<file path="src/rtl/ccff_config_loader.sv">
// Configuration-chain loader: serializes a byte stream MSB-first onto ccff_head with a registered prog_clk.
// Define CCFF_CONFIG_LOADER_PARITY_EN to add the trailer-byte parity check (CHECK/ERROR path, cfg_err).
module ccff_config_loader #(
  parameter int BITSTREAM_LENGTH  = 1258,
  parameter int RESET_HOLD_CYCLES = 4,
  parameter int CNT_W             = 11
) (
  input  logic             clk,
  input  logic             reset,
  input  logic             start,
  input  logic [7:0]       byte_data,
  input  logic             byte_valid,
  output logic             byte_ready,
  output logic             ccff_head,
  output logic             prog_clk,
  output logic             prog_reset,
  output logic             config_done,
  output logic             greset,
  output logic             busy,
  output logic [CNT_W-1:0] bit_count,
  output logic             cfg_err
);

  localparam int HOLD_W = (RESET_HOLD_CYCLES > 1) ? $clog2(RESET_HOLD_CYCLES) : 1;
  localparam logic [CNT_W-1:0]  LEN_C       = CNT_W'(BITSTREAM_LENGTH);
  localparam logic [HOLD_W-1:0] HOLD_LAST_C = HOLD_W'(RESET_HOLD_CYCLES - 1);

  typedef enum logic [2:0] {
    S_IDLE     = 3'd0,
    S_SHIFT_LO = 3'd1,
    S_SHIFT_HI = 3'd2,
    S_CHECK    = 3'd3,
    S_HOLD     = 3'd4,
    S_DONE     = 3'd5,
    S_ERROR    = 3'd6
  } state_e;

  state_e            state_q, state_d;
  logic [7:0]        sr_q, sr_d;
  logic [3:0]        sr_cnt_q, sr_cnt_d;
  logic [CNT_W-1:0]  bit_count_q, bit_count_d;
  logic [HOLD_W-1:0] hold_cnt_q, hold_cnt_d;
  logic              head_q, head_d;
  logic              byte_ready_q, byte_ready_d;
  logic              prog_clk_q, prog_clk_d;
  logic              prog_reset_q, prog_reset_d;
  logic              config_done_q, config_done_d;
  logic              greset_q, greset_d;
  logic              busy_q, busy_d;
  logic [CNT_W-1:0]  bits_rem_s;
  logic [3:0]        load_cnt_s;
  logic              hs_s;
`ifdef CCFF_CONFIG_LOADER_PARITY_EN
  logic              parity_q, parity_d;
  logic              cfg_err_q, cfg_err_d;
`endif

  // The final byte only carries the bits still owed to the chain.
  assign bits_rem_s = LEN_C - bit_count_q;
  assign load_cnt_s = (bits_rem_s >= CNT_W'(8)) ? 4'd8 : bits_rem_s[3:0];
  assign hs_s       = byte_valid & byte_ready_q;

  always_comb begin
    state_d     = state_q;
    sr_d        = sr_q;
    sr_cnt_d    = sr_cnt_q;
    bit_count_d = bit_count_q;
    hold_cnt_d  = hold_cnt_q;
    head_d      = head_q;
`ifdef CCFF_CONFIG_LOADER_PARITY_EN
    parity_d    = parity_q;
`endif
    case (state_q)
      S_IDLE: begin
        if (start) begin
          state_d     = S_SHIFT_LO;
          bit_count_d = '0;
          sr_cnt_d    = 4'd0;
`ifdef CCFF_CONFIG_LOADER_PARITY_EN
          parity_d    = 1'b0;
`endif
        end else begin
          state_d = S_IDLE;
        end
      end
      S_SHIFT_LO: begin
        if (sr_cnt_q == 4'd0) begin
          if (hs_s) begin
            sr_d     = byte_data;
            sr_cnt_d = load_cnt_s;
            head_d   = byte_data[7];
          end else begin
            state_d = S_SHIFT_LO;
          end
        end else begin
          state_d     = S_SHIFT_HI;
          head_d      = sr_q[7];
          bit_count_d = bit_count_q + CNT_W'(1);
          sr_d        = {sr_q[6:0], 1'b0};
          sr_cnt_d    = sr_cnt_q - 4'd1;
`ifdef CCFF_CONFIG_LOADER_PARITY_EN
          parity_d    = parity_q ^ sr_q[7];
`endif
        end
      end
      S_SHIFT_HI: begin
        if (bit_count_q == LEN_C) begin
          hold_cnt_d = '0;
`ifdef CCFF_CONFIG_LOADER_PARITY_EN
          state_d    = S_CHECK;
`else
          state_d    = S_HOLD;
`endif
        end else begin
          state_d = S_SHIFT_LO;
          // Present the next bit while prog_clk is low; keep the old value on underrun.
          if (sr_cnt_q != 4'd0) begin
            head_d = sr_q[7];
          end else begin
            head_d = head_q;
          end
        end
      end
`ifdef CCFF_CONFIG_LOADER_PARITY_EN
      S_CHECK: begin
        if (hs_s) begin
          if (byte_data[0] == parity_q) begin
            state_d    = S_HOLD;
            hold_cnt_d = '0;
          end else begin
            state_d = S_ERROR;
          end
        end else begin
          state_d = S_CHECK;
        end
      end
`endif
      S_HOLD: begin
        if (hold_cnt_q == HOLD_LAST_C) begin
          state_d = S_DONE;
        end else begin
          hold_cnt_d = hold_cnt_q + HOLD_W'(1);
        end
      end
      S_DONE:  state_d = S_DONE;
      S_ERROR: state_d = S_ERROR;
      default: state_d = S_ERROR;
    endcase

    // Outputs are decoded from the next state so every port comes straight from a flop.
    byte_ready_d  = ((state_d == S_SHIFT_LO) && (sr_cnt_d == 4'd0)) || (state_d == S_CHECK);
    prog_clk_d    = (state_d == S_SHIFT_HI);
    prog_reset_d  = (state_d == S_IDLE);
    config_done_d = (state_d == S_HOLD) || (state_d == S_DONE);
    greset_d      = (state_d != S_DONE);
    busy_d        = (state_d != S_IDLE) && (state_d != S_DONE) && (state_d != S_ERROR);
`ifdef CCFF_CONFIG_LOADER_PARITY_EN
    cfg_err_d     = (state_d == S_ERROR);
`endif
  end

  always_ff @(posedge clk or posedge reset) begin
    if (reset) begin
      state_q       <= S_IDLE;
      sr_q          <= 8'h00;
      sr_cnt_q      <= 4'd0;
      bit_count_q   <= '0;
      hold_cnt_q    <= '0;
      head_q        <= 1'b0;
      byte_ready_q  <= 1'b0;
      prog_clk_q    <= 1'b0;
      prog_reset_q  <= 1'b1;
      config_done_q <= 1'b0;
      greset_q      <= 1'b1;
      busy_q        <= 1'b0;
    end else begin
      state_q       <= state_d;
      sr_q          <= sr_d;
      sr_cnt_q      <= sr_cnt_d;
      bit_count_q   <= bit_count_d;
      hold_cnt_q    <= hold_cnt_d;
      head_q        <= head_d;
      byte_ready_q  <= byte_ready_d;
      prog_clk_q    <= prog_clk_d;
      prog_reset_q  <= prog_reset_d;
      config_done_q <= config_done_d;
      greset_q      <= greset_d;
      busy_q        <= busy_d;
    end
  end

`ifdef CCFF_CONFIG_LOADER_PARITY_EN
  always_ff @(posedge clk or posedge reset) begin
    if (reset) begin
      parity_q  <= 1'b0;
      cfg_err_q <= 1'b0;
    end else begin
      parity_q  <= parity_d;
      cfg_err_q <= cfg_err_d;
    end
  end

  assign cfg_err = cfg_err_q;
`else
  assign cfg_err = 1'b0;
`endif

  assign byte_ready  = byte_ready_q;
  assign ccff_head   = head_q;
  assign prog_clk    = prog_clk_q;
  assign prog_reset  = prog_reset_q;
  assign config_done = config_done_q;
  assign greset      = greset_q;
  assign busy        = busy_q;
  assign bit_count   = bit_count_q;

endmodule

</file>
<file path="config.mk">
export PLATFORM = sky130hd
export DESIGN_NAME = ccff_config_loader
export DESIGN_NICKNAME = d
export VERILOG_FILES = /design/src/rtl/ccff_config_loader.sv
export SDC_FILE = /design/constraint.sdc
export NUM_CORES = 1
export LEC_CHECK = 0
export CAP_MARGIN = 20
export CORE_UTILIZATION = 35
export CTS_CLUSTER_DIAMETER = 50
export DETAILED_ROUTE_END_ITERATION = 16
export PLACE_DENSITY = 0.59
export SLEW_MARGIN = 5
export SYNTH_ARGS = -nofsm -noshare
export SYNTH_HDL_FRONTEND = slang
export SYNTH_SLANG_ARGS = --single-unit
</file>
<file path="constraint.sdc">
create_clock -name clk -period 3.5 [get_ports clk]
set_input_delay 1.05 -clock clk [delete_from_list [all_inputs] [get_ports clk]]
set_output_delay 1.05 -clock clk [all_outputs]
set_load 0.01 [all_outputs]
</file>
# Yosys cells after proc, flatten, opt, wreduce, memory -nomap -nowiden
# Index checks and enable logic that the tools add are counted.
# totals
ram_bits	0
romBits	0
latchBits	0
input_bits	12
memories	0
register_bits	35
# classes
shifts	0
reduce_logical	18
addsub	4
n_mul	0
div_mod_pow	0
bitwise_logic	1
mux	24
magnitude_cmp	1
eq_ne	21
# op_table
op	n
11-bit 2-to-1 mux	2
11-bit case mux with 2 select lines	1
4-bit 2-to-1 mux	4
8-bit 2-to-1 mux	2
3-bit case mux with 5 select lines	1
2-bit != test, second input constant	7
3-bit equality test, second input constant	4
3-bit 2-to-1 mux	4
11-bit by 1-bit adder with 11-bit output, second input constant	1
11-bit equality test, second input constant	1
11-bit by 4-bit >= comparator with 1-bit output, second input constant	1
11-bit subtractor, first input constant	1
3-bit by 2-bit equality test with 1-bit output, second input constant	3
3-bit != test, second input constant	3
4-bit logical NOT	2
4-bit case mux with 2 select lines	1
3-bit by 1-bit equality test with 1-bit output, second input constant	2
3-bit logical NOT	2
3-bit AND reduction	2
2-bit nonzero test	3
1-bit 2-to-1 mux	5
2-bit 2-to-1 mux	2
2-bit case mux with 2 select lines	1
4-bit AND reduction	1
10 further kinds	13

# Logic depth before layout (Yosys ltp)
# Gate-level depths: netlist of the first run.
# depth
word_depth	9
ltp_mapped	8

# Worst setup path after synthesis of the first run
# OpenSTA, ideal clock, no wires.
# synth_timing
kind	input port to flip-flop
startpoint	in byte_valid
endpoint	reg byte_ready_q (netlist: byte_ready)
setup_slack_ns	1.292
path_stages	6
n_path_buf	0
arrival_time_ns	2.122
path_cell_list	nand2_1 -> a311oi_1 -> o22ai_1 -> nor3b_1 -> o2111ai_1 -> a211oi_2
# synth_between
elab_chain_cells	7
word_cells_on_any_way	12
# synth_rtl
element	line_no	source
from (decl)	12	input logic byte_valid,
1-bit AND (*)	61	assign hs_s = byte_valid & byte_ready_q;
3-bit 2-to-1 mux / 4-bit 2-to-1 mux (equally long branches)	88	if (hs_s) begin
3-bit 2-to-1 mux / 4-bit 2-to-1 mux (equally long branches)	87	if (sr_cnt_q == 4'd0) begin
3-bit case mux with 5 select lines / 4-bit case mux with 2 select lines (equally long branches)	73	case (state_q)
3-bit by 1-bit equality test with 1-bit output / 4-bit logical NOT (equally long branches)	151	byte_ready_d = ((state_d == S_SHIFT_LO) && (sr_cnt_d == 4'd0)) || (state_d == S_CHECK);
1-bit logical AND	151	
1-bit logical OR (*)	151	
net byte_ready_d	44	logic byte_ready_q, byte_ready_d;
to (signal assigned)	183	byte_ready_q <= byte_ready_d;
to (decl)	44	
# Mark *: on every way through the listed nets, which the timed path passes. The rest lies on a longest branch.
# A chain may end at the register's enable or synchronous reset.

# Worst setup path after layout of the first run
# Ends and elaborated chain as after synthesis.

==> flow_summary_export.csv, run 1 <==
group,metric,value,unit
sta,timing.fmax,364.2,MHz
floorplan,start_util,36.79,%
power_and_ir_drop,peakVddDrop,247.0,uV
worst_setup_path,endpoint,"byte_ready",
clock_network,clock_path_buffers,2,
logic_synthesis,synth_edf_count,0,
floorplan,die_x,78.78,um
logic_synthesis,synth_cell_types,55,
clock_network,clk_pin_slew_worst_paths,0.06,ns
clock_network,cts_buffers,5,
clock_network,postCtsSetupRepairBufs,0,
final_layout,layout-drive-gt1-share,8.661,%
logic_synthesis,syn-num-nets,246,
min_path,worstHoldPathType,"reg -> reg",
worst_setup_path,end_kind,"register",
logic_synthesis,ys_warn_count,0,
final_layout,synthToLayoutAreaGrowth,19.65,%
worst_setup_path,r2r_cells,8,
route,wire_per_inst,13.14,um
route,drt_iter0_drc,117,
clock_network,post_cts_resized,0,
logic_synthesis,synth_seq_cells,35,
global_routing,grt_pass1_vias,1537,
route,vias,1685,
sta,finalCritPeriodShare,78.45,%
worst_setup_path,crit_arrival,2.94,ns
sta,relSlewSlack,66.54,%
logic_synthesis,yosys-top-cells-count,"33 x dfrtp_1, 31 x nor2_1, 27 x nand2_1",
clock_network,holdBufCountCts,0,
placement,place_area,2387,sq um
logic_synthesis,synth.avg_cell_area,9.010,sq um
worst_setup_path,crit_fanout,3,
logic_synthesis,yosysMostFrequentCell,"dfrtp_1",
sta,finalHoldViolCount,0,
final_layout,nFillCells,572,
placement,place_hpwl,3150,um
logic_synthesis,yosys_most_used_dff,"dfrtp_1",
global_routing,grt.total_usage,15.43,%
clock_network,htree_levels,2,
route,drtAntennaViolNets,0,
worst_setup_path,path_class,"in -> reg",
min_path,min_path_cells,2,
clock_network,root_buffer,"clkbuf_8",
sta,rsz0062_at_grt,"no",
logic_synthesis,synth_top_area_share,40.02,%
logic_synthesis,synth_top_area_cell,"dfrtp_1",
worst_setup_path,r2r-start,"sr_cnt_q[0]",
final_layout,utilization,44.02,%
logic_synthesis,synth_cells,229,
route,via_per_inst,5.169,
logic_synthesis,ys_async_sr_fraction,100.0,%
min_path,holdCritStartpoint,"ccff_head",
final_layout,multi_input_area,1076,sq um
sta,tns,0,ns
floorplan,num_io_pins,31,
logic_synthesis,synth.area.top_cells,"dfrtp_1 40%, nor2_1 5.6%, nand2_1 4.9%, xor2_1 3.4%, ha_1 3.0%",
worst_setup_path,rrSetupSlack,1.01,ns
route,drc,0,
sta,maxSlewViolCount,0,
global_routing,grt_pass1_wl,7348,um
floorplan,die_area,6206,sq um
sta,skew,0.003188,ns
sta,min_period,2.746,ns
global_routing,antenna_found_initial,0,
worst_setup_path,r2r-end,"byte_ready",
final_layout,num-nets-final,270,
worst_setup_path,cp-start-kind,"primary input",
floorplan,num_rows,27,
floorplan,die_y,78.78,um
global_routing,grt_start_max_net_pins,36,
sta,worstMarginPinSlew,0.5019,ns
worst_setup_path,worstPathRequired,3.69,ns
clock_network,clock_latency,0.28,ns
final_layout,register_area,878.3,sq um
clock_network,cts_tree,"yes",
logic_synthesis,mappedNetlistArea,2063,sq um
logic_synthesis,ys_seq_area_share,42.57,%
power_and_ir_drop,power_density,728.2,nW/um^2
final_layout,finalInstanceArea,2469,sq um
sta,finalSetupViolations,0,
clock_network,numClockSinks,35,
floorplan,core_area,5608,sq um
route,drt_pre_antenna_iters,4,
sta,timing.hold.ws,0.4823,ns
final_layout,antenna_cells,0,
flow_run,drv_cap,0,
worst_setup_path,crit_start,"byte_valid",
placement,portBuffers,29,
global_routing,overflow,0,
power_and_ir_drop,leakage,0.001030,uW
route,wl,4285,um
placement,place.gp.congestion,0.8286,
status,status,"completed",
-- critical path: stages --
cell and delay [ns]:
clkdlybuf4s50_1 0.53, nand2_1 0.13, a311oi_1 0.40, o22ai_1 0.17, nor3b_1 0.24, o2111ai_1 0.17, a211oi_2 0.25
-- cell type report --
| cell class | count | share of cell area [%] |
|---|---|---|
| Multi-Input combinational cell | 171 | 43.59 |
| Sequential cell | 35 | 35.58 |
| Timing Repair Buffer | 32 | 12.67 |
| Tap cell | 72 | 3.649 |
| Clock buffer | 7 | 3.092 |
| Inverter | 8 | 1.216 |
| Clock inverter | 1 | 0.2027 |
-- power breakdown --
part / internal, uW / switching (uW)
Sequential: 542 / 169
Clock: 139 / 133
Combinational: 377 / 436
Total: 1060 / 739
-- worst min-delay path by stage --
stage                      to
floorplan             sr_q[0]
global placement    ccff_head
detailed placement  ccff_head
CTS                 ccff_head
global route          sr_q[4]
finish              ccff_head
-- layout by cell type, fill, tap and decap left out, drive strengths merged, types with 3 or more instances in the layout --
cell,instances
ha,5
xnor2,6
dfrtp,33
nand2,27
a21oi,12
nor2b,7
nor2,31
inv,8
nand3,6
nand4,3
xor2,8
clkdlybuf4s50,29
nor3,4
nor3b,4
a31oi,7
o31ai,5
buf,3
clkbuf,7
o21ai,11
-- routing by layer --
| metal | global-route usage (%) | wire length, um |
|---|---|---|
| met1 | 20.35 | 2023 |
| met4 | 6.111 | 66 |
| met2 | 24.43 | 2021 |
| met5 | 0 | 0 |
| met3 | 3.448 | 174 |
-- logic make-up (layout without fill, tap and decap cells) --
| kind of cell | after synthesis | after routing | synth area share (%) |
|---|---|---|---|
| AO/OA/AOI/OAI | 55 | 55 | 18.74 |
| XOR/XNOR | 14 | 14 | 5.943 |
| adder cells (fa/ha/maj) | 5 | 5 | 3.032 |
| buffers and inverters | 23 | 48 | 5.276 |
| flip-flops | 35 | 35 | 42.57 |
| multiplexers | 3 | 3 | 1.516 |
| other | 1 | 1 | 0.1818 |
| AND/OR/NAND/NOR | 93 | 93 | 22.74 |
-- sequential cells by signal, summed over array words and instances (netlist names) --
| signal | cells |
|---|---|
| bit_count | 11 |
| sr_q | 8 |
| sr_cnt_q | 4 |
| state_q | 3 |
| hold_cnt_q | 2 |
| busy | 1 |
| byte_ready | 1 |
| ccff_head | 1 |
| config_done | 1 |
| greset | 1 |
| prog_clk | 1 |
| prog_reset | 1 |
-- through the flow --
step                      instances  power, uW  setup slack (ns)
final                           326       1798            0.7543
after CTS                       326       1820            0.7655
after global placement          318       1542            0.6470
after detailed placement        318       1539            0.4706
after global routing            326       1968            0.6321
after floorplan                 229       1301             1.292
Note: power is estimated with default switching activity, not from simulation.
==> run 2: changes to the inputs <==
--- a/config.mk
+++ b/config.mk
@@ -9,7 +9,7 @@
 export CORE_UTILIZATION = 35
 export CTS_CLUSTER_DIAMETER = 50
 export DETAILED_ROUTE_END_ITERATION = 16
-export PLACE_DENSITY = 0.59
+export PLACE_DENSITY = 0.61
 export SLEW_MARGIN = 5
 export SYNTH_ARGS = -nofsm -noshare
 export SYNTH_HDL_FRONTEND = slang
==> constraint.sdc (replaced) <==
create_clock -name clk -period 2.51 [get_ports clk]
set_input_delay 0.753 -clock clk [delete_from_list [all_inputs] [get_ports clk]]
set_output_delay 0.753 -clock clk [all_outputs]
set_load 0.01 [all_outputs]
==> run 2 against run 1 <==
- sequential power grew 39%
- critical path depth is the same
- clock-buffer cell count shrank 1
- sequential share of layout area shrank 1.1 points
- combinational power grew 45%
- clock power grew 90%
- routed wire length grew 2.9%
- first-iteration DRC count shrank 6.0%
- worst hold slack is essentially flat
- clock skew grew 0.0032 ns
- setup slack lost 0.59 ns
- largest power group unchanged
==> flow_summary_export.csv, run 2 (same netlist as run 1, synthesis figures left out) <==
group,metric,value,unit
status,status,"completed",
route,vias,1684,
clock_network,cts_tree,"yes",
placement,pre_cts_ws,-0.1261,ns
power_and_ir_drop,power,2688,uW
sta,tns,0,ns
min_path,min_path_cells,2,
floorplan,start_util,36.79,%
clock_network,clock_latency,0.29,ns
sta,maxSlewViolCount,0,
sta,finalCritPeriodShare,93.29,%
sta,finalSetupViolations,0,
final_layout,layout_commonest_cell,"dfrtp_1",
power_and_ir_drop,peakVddDrop,413.1,uV
floorplan,die_area,6206,sq um
worst_setup_path,rrSetupSlack,0.24,ns
power_and_ir_drop,leakage,0.001078,uW
clock_network,post_cts_resized,0,
final_layout,nFillCells,559,
worst_setup_path,cp_cell_sequence,"clkdlybuf4s50_1 -> nand2_1 -> a311oi_1 -> o22ai_1 -> nor3b_1 -> o2111ai_1 -> a211oi_2",
final_layout,register_area,878.3,sq um
sta,skew,0.006407,ns
worst_setup_path,crit_fanout,3,
worst_setup_path,path_class,"in -> reg",
global_routing,grt_pass1_wl,7728,um
final_layout,antenna_cells,0,
clock_network,clk_pin_slew_worst_paths,0.07,ns
min_path,holdCritStartpoint,"ccff_head",
final_layout,synthToLayoutAreaGrowth,23.59,%
global_routing,grt.total_usage,16.03,%
clock_network,numClockSinks,35,
min_path,worstHoldEndpoint,"ccff_head",
floorplan,num_io_pins,31,
clock_network,htree_levels,2,
route,wire_per_inst,13.29,um
power_and_ir_drop,power_density,1054,nW/um^2
flow_run,drv_cap,0,
clock_network,postCtsSetupRepairBufs,0,
clock_network,cts_buffers,5,
final_layout,largest_register_ffs,11,
floorplan,core_area,5608,sq um
sta,rsz0062_at_grt,"no",
worst_setup_path,critical_path.max_stage_delay,0.50,ns
route,top_layer,"met4",
global_routing,overflow,0,
route,wl_met1,2224,um
placement,portBuffers,29,
worst_setup_path,r2r_cells,8,
final_layout,layout-drive-gt1-share,11.54,%
worst_setup_path,slowest_stage,"clkdlybuf4s50_1",
final_layout,multi_input_area,1076,sq um
global_routing,antenna_found_initial,0,
route,drc,0,
worst_setup_path,crit_arrival,2.55,ns
global_routing,grt_start_max_net_pins,36,
sta,finalHoldViolCount,0,
floorplan,die_y,78.78,um
worst_setup_path,r2r-end,"byte_ready",
route,dr_wl_met2,1977,um
sta,final.setup.worst_slack,0.1683,ns
route,drt_iter0_drc,110,
floorplan,num_rows,27,
min_path,worstHoldPathType,"reg -> reg",
final_layout,final_cell_mix,"33 x dfrtp_1, 31 x nor2_1, 29 x clkdlybuf4s50_1, 27 x nand2_1",
worst_setup_path,r2r-start,"sr_cnt_q[0]",
worst_setup_path,worstPathRequired,2.71,ns
route,drtAntennaViolNets,0,
route,wl,4411,um
worst_setup_path,end_kind,"register",
clock_network,root_buffer,"clkbuf_8",
placement,place_hpwl,3274,um
route,via_per_inst,5.072,
sta,timing.fmax,427.0,MHz
placement,place.gp.congestion,0.8714,
route,drt_pre_antenna_iters,4,
final_layout,num-nets-final,276,
floorplan,die_x,78.78,um
route,dr_wl_met3,125,um
global_routing,grt_pass1_vias,1548,
clock_network,holdBufCountCts,0,
sta,min_period,2.342,ns
worst_setup_path,cp-start-kind,"primary input",
clock_network,clock_path_buffers,2,
run 2: cell types whose count changed in the layout (fill, tap and decap cells not counted):
cell	before	now
clkbuf_8	5	6
clkbuf_1	2	0
buf_4	3	9
bufinv_16	0	1
run 2: area by class of cell:
cell class	instances	area share, %
Inverter	8	1.178
Sequential cell	35	34.45
Clock buffer	6	3.238
Timing Repair Buffer	38	14.03
Clock inverter	2	1.374
Tap cell	72	3.533
Multi-Input combinational cell	171	42.20
run 2: worst max-delay path, delay by kind of cell:
kind	cells	cell delay, ns
AO/OA/AOI/OAI	4	0.93
buffers and inverters	1	0.50
AND/OR/NAND/NOR	2	0.35
run 2: through the flow:
stage	instances	cell area, sq um	hold slack (ns)	util, %
2_1_floorplan	229	2063	0.4725	-
3_3_place_gp	324	2432	0.4685	43.37
3_5_place_dp	324	2432	0.4759	43.37
4_1_cts	332	2550	0.4931	45.47
5_1_grt	332	2550	0.5166	45.47
6_report	332	2550	0.4825	45.47
run 2: where the power goes:
part	leakage [uW]	total [uW]	internal (uW)	switching, uW
combinational	0.000576	1180	562	618
sequential	0.000441	989	756	234
clock	0.0000612	520	321	199
run 2: worst max path at each step:
| stage | startpoint | endpoint | slack (ns) | cells after the start |
|---|---|---|---|---|
| detailed placement | byte_valid | byte_ready | -0.13 | 7 |
| floorplan | sr_cnt_q[0] | byte_ready | 0.58 | 8 |
| global route | sr_cnt_q[0] | byte_ready | 0.07 | 8 |
| CTS | byte_valid | byte_ready | 0.18 | 7 |
| finish | byte_valid | byte_ready | 0.17 | 7 |
| global placement | byte_valid | byte_ready | -0.0002 | 7 |
run 2: metal layers:
metal | up-vias | global-route usage [%]
met4 | 0 | 6.667
met5 | - | 0
met2 | 27 | 23.30
li1 | 855 | -
met3 | 8 | 2.759
met1 | 794 | 23.27
